`src/rtl/led_fade_pwm.sv`:
```
// LED driver for the ROM-pattern chain: per-LED linear PWM brightness fade toward the
// registered pattern bit, or a registered pass-through when fading is disabled.
module led_fade_pwm #(
  parameter int unsigned PWM_W    = 4,
  parameter int unsigned STEP_DIV = 1000
) (
  input  logic       CLK,
  input  logic       RESET,
  input  logic       fade_en,
  input  logic [7:0] pattern,
  output logic [7:0] LED,
  output logic       busy
);

  localparam int unsigned SW = (STEP_DIV > 1) ? $clog2(STEP_DIV) : 1;
  localparam logic [PWM_W-1:0] MAX       = '1;
  localparam logic [PWM_W-1:0] ONE       = PWM_W'(1);
  localparam logic [SW-1:0]    STEP_LAST = SW'(STEP_DIV - 1);
  localparam logic [SW-1:0]    STEP_ONE  = SW'(1);

  logic [7:0]       pat_q;
  logic [PWM_W-1:0] pwm_cnt;
  logic [SW-1:0]    step_cnt;
  logic             step_tick;
  logic [7:0]       led_d;
  logic [7:0]       neq;

  assign step_tick = (step_cnt == STEP_LAST);

  always_ff @(posedge CLK or posedge RESET) begin
    if (RESET) begin
      pat_q    <= '0;
      pwm_cnt  <= '0;
      step_cnt <= '0;
      LED      <= '0;
    end else begin
      pat_q    <= pattern;
      pwm_cnt  <= pwm_cnt + ONE;
      step_cnt <= step_tick ? '0 : step_cnt + STEP_ONE;
      LED      <= led_d;
    end
  end

  for (genvar i = 0; i < 8; i++) begin : g_led
    logic [PWM_W-1:0] level;
    logic [PWM_W-1:0] tgt;

    assign tgt = pat_q[i] ? MAX : '0;

    // Target is always 0 or MAX, so stepping toward it can never wrap.
    always_ff @(posedge CLK or posedge RESET) begin
      if (RESET) begin
        level <= '0;
      end else if (!fade_en) begin
        level <= tgt;
      end else if (step_tick) begin
        if (level < tgt) begin
          level <= level + ONE;
        end else if (level > tgt) begin
          level <= level - ONE;
        end
      end
    end

    assign led_d[i] = fade_en ? ((level == MAX) | (level > pwm_cnt)) : pat_q[i];
    assign neq[i]   = (level != tgt);
  end

  assign busy = fade_en & (|neq);

endmodule

```
`config.mk`:
```
export PLATFORM = sky130hd
export DESIGN_NAME = led_fade_pwm
export DESIGN_NICKNAME = d
export VERILOG_FILES = /design/src/rtl/led_fade_pwm.sv
export SDC_FILE = /design/constraint.sdc
export NUM_CORES = 1
export LEC_CHECK = 0
export CAP_MARGIN = 20
export CORE_ASPECT_RATIO = 0.5
export CORE_MARGIN = 2
export CORE_UTILIZATION = 40
export CTS_BUF_LIST = sky130_fd_sc_hd__clkbuf_4
export CTS_CLUSTER_DIAMETER = 30
export CTS_CLUSTER_SIZE = 40
export DETAILED_ROUTE_END_ITERATION = 8
export MAX_ROUTING_LAYER = met4
export PLACE_DENSITY_LB_ADDON = 0.15
export RECOVER_POWER = 25
export SYNTH_ARGS = -nofsm -noshare
export SYNTH_HDL_FRONTEND = slang
export SYNTH_SLANG_ARGS = --single-unit
```
`constraint.sdc`:
```
create_clock -name CLK -period 4.5 [get_ports CLK]
set_input_delay 1.125 -clock CLK [delete_from_list [all_inputs] [get_ports CLK]]
set_output_delay 1.125 -clock CLK [all_outputs]
set_load 0.1 [all_outputs]
```
==> run summary <==
dpl hpwl: 7280 um
Cell Pwr Density: 356 nW/um^2
Pins Over Slew Limit: 0
nature of the critical path startpoint: flip-flop
CTS root buffer: clkbuf_4
top cells by area, synth: dfrtp_1 32%, ha_1 21%, mux2i_1 3.9%
DR vias: 3579
Clk Latency, worst-skew pair: 430 ps
initial antenna violation count: 0
routed length per instance: 14.8 um
Comb pwr share: 0.457
Crit path arrival time: 2520 ps
post-synthesis async set-or-reset flop share: 1.00
Fillers: 1159
CTS resizes: 0
Post CTS Setup Buffer Count: 0
row count: 28
DIE AREA: 13300 um^2
Syn Inst Count: 471
Post-route DRC: 0
# diodes: 0
Mapped Avg Cell Area: 10.5 um^2
hold_buf cts: 0
initial core utilization: 0.413
Fin Setup TNS: 0 ps
grt ovf: 0
number of synthesized register bits: 62
Clk network pwr share: 0.169
I/O Buffers: 19
final setup violating endpoints: 0
Starting DRT DRC Count: 120
Final ANT Viol Nets: 0
Worst setup EP type: output pin
skew final: 19.3 ps
crit path max fanout: 5
fin cells: 667
relative slew slack: 0.226
RSZ-0062 raised after global routing: no
flop2flop setup slack: 1530 ps
Hold Vio Cnt, Final: 0
FMAX: 0.275 GHz
area leader, netlist: dfrtp_1
Num CTS Buffers: 9
sequential power share: 0.374
minimum clock period: 3640 ps
share of the synthesized area in the top cell type: 0.315
Cell Area, Synth: 4920 um^2
H-tree Lvls: 3
Post-Place Cells: 651
Synth cell types: 49
Sw Share: 0.421
CORE AREA: 11900 um^2
first-pass GRT wire length: 16900 um
worst vdd ir: 0.166 mV
CP Data Required Time: 3380 ps
clk slew on worst S/H paths: 120 ps
Mapped Nets: 572
status: finished clean
EDFF count, synth: 0
clk sinks: 62
final WL: 9850 um
fin nets: 598
I/O Pins: 20
layout cell share with drive strength beyond 1: 0.0717
number of global-route vias before repair: 3455
sw power: 0.802 mW
Setup CP Type: flip-flop to output pin
Post-synth top flop: dfrtp_1
pin count of the biggest net entering global routing: 60
CP max stage cell: or4_1
Final Wtd Congestion: 0.824
first drt pass iteration count: 4
Leak: 2.42 nW
Internal: 1.10 mW
largest buffer count on any clock path: 2
sequential fraction of the synthesis area: 0.315
crit path cell chain: inv_1, ha_1, nand4_1, or4_1, o31a_1, buf_4
GRT Util Overall: 0.168
max_cap viols: 0
Slew @ Worst Pin: 1160 ps
die width: 161 um
synth warn: 0
vias per cell: 5.37
Tcrit/Tclk final: 0.809
Die Ht: 82.5 um
CTS tree: done
Worst Hold Class: flip-flop to flip-flop
Layout area overhead: 8.79%
crit-path max cell delay: 550 ps
==> cell usage after synthesis (2+ instances only) <==
| master | number |
|---|---|
| ha_1 | 82 |
| dfrtp_1 | 62 |
| a21oi_1 | 35 |
| inv_1 | 28 |
| nand4_1 | 24 |
| mux2i_1 | 19 |
| nor2_1 | 19 |
| nor2b_1 | 16 |
| o21a_1 | 16 |
| a31oi_1 | 15 |
| a21o_1 | 14 |
| xnor2_1 | 13 |
| nand2_1 | 12 |
| o21ai_0 | 12 |
| xor2_1 | 11 |
| nand3_1 | 9 |
| and3_1 | 8 |
| fa_1 | 8 |
| o211ai_1 | 7 |
| nand2b_1 | 6 |
| nor2_8 | 6 |
| nor3_1 | 6 |
| nor4_1 | 6 |
| o2111a_1 | 6 |
| mux2_2 | 3 |
| or3_1 | 3 |
| clkbuf_8 | 2 |
| o31a_1 | 2 |
==> worst max-delay path, delay by kind of cell (launching register included) <==
family	cells	cell delay, ps
flip-flops	1	470
AND/OR/NAND/NOR	2	690
buffers and inverters	2	340
AO/OA/AOI/OAI	1	290
adder cells (fa/ha/maj)	1	290
==> power by group through the flow <==
stage               combinational [mW]  clock (mW)  sequential (mW)
floorplan                        0.610           0            0.798
global placement                 0.860           0            0.725
detailed placement               0.873           0            0.726
CTS                              0.878       0.344            0.714
global route                     0.993       0.366            0.727
finish                           0.871       0.322            0.713
==> through the flow <==
step | hold WS (ps) | instance area [um^2] | power [mW] | util | worst slack [ps]
4_1_cts | 482 | 5360 | 1.94 | 0.450 | 811
5_1_grt | 507 | 5360 | 2.09 | 0.450 | 707
3_5_place_dp | 467 | 5260 | 1.60 | 0.441 | 1340
3_3_place_gp | 460 | 5260 | 1.58 | 0.441 | 1350
6_report | 475 | 5360 | 1.91 | 0.450 | 858
2_1_floorplan | 446 | 4920 | 1.41 | - | 490
==> cells by family after synthesis <==
kind of cell | count (synthesis) | synth area share
AOI/OAI and AO/OA | 113 | 0.152
xor gates and xnor gates | 24 | 0.0427
adders and majority gates | 90 | 0.241
buffers and inverters | 35 | 0.0374
DFF | 62 | 0.315
muxes | 22 | 0.0455
and+or+nand+nor | 125 | 0.166
==> layer usage <==
layer | track usage | part of all wire | vias to the layer above
met3 | 0.0400 | 0.024 | 10
met5 | - | 0 | -
met2 | 0.272 | 0.45 | 28
met1 | 0.214 | 0.52 | 1728
met4 | 0.0473 | 0.0073 | 0
li1 | - | - | 1813
==> registers in the layout, summed over array words and instances (netlist names) <==
signal       cells
pat_q            8
LED              8
step_cnt        10
pwm_cnt          4
g_led.level     32
==> cells in the final DEF (no fill, tap or decap), types with 10 or more instances in the layout <==
cell type and n:
clkbuf_4 10, xnor2_1 13, nor2_1 19, nand4_1 24, o21a_1 16, a21o_1 14, o21ai_0 12, ha_1 82
dfrtp_1 62, nor2b_1 16, inv_1 28, mux2i_1 19, a21oi_1 35, xor2_1 11, nand2_1 12, a31oi_1 15
==> area by class of cell <==
cell class	instances	area [um^2]	share of cell area
Tap cell	165	206	0.0385
Timing Repair Buffer	22	201	0.0376
Clock buffer	10	75.1	0.0140
Clock inverter	6	28.8	0.00537
Inverter	28	105	0.0196
Multi-Input combinational cell	374	3190	0.595
Sequential cell	62	1550	0.290
==> worst paths after layout <==
kind	start	endpoint	depth (start not counted)
setup / recovery	g_led[3].level[0]$_DFFE_PP0P_	busy	6
hold / removal	pwm_cnt[3]$_DFF_PP0_	pwm_cnt[3]$_DFF_PP0_	1
setup reg to reg	g_led[7].level[1]$_DFFE_PP0P_	g_led[7].level[3]$_DFFE_PP0P_	10
hold reg to reg	pwm_cnt[3]$_DFF_PP0_	pwm_cnt[3]$_DFF_PP0_	1
max in group asynchronous	RESET	g_led[7].level[2]$_DFFE_PP0P_	3
min in group asynchronous	RESET	pat_q[7]$_DFF_PP0_	2
(Power assumes the default switching activity.)
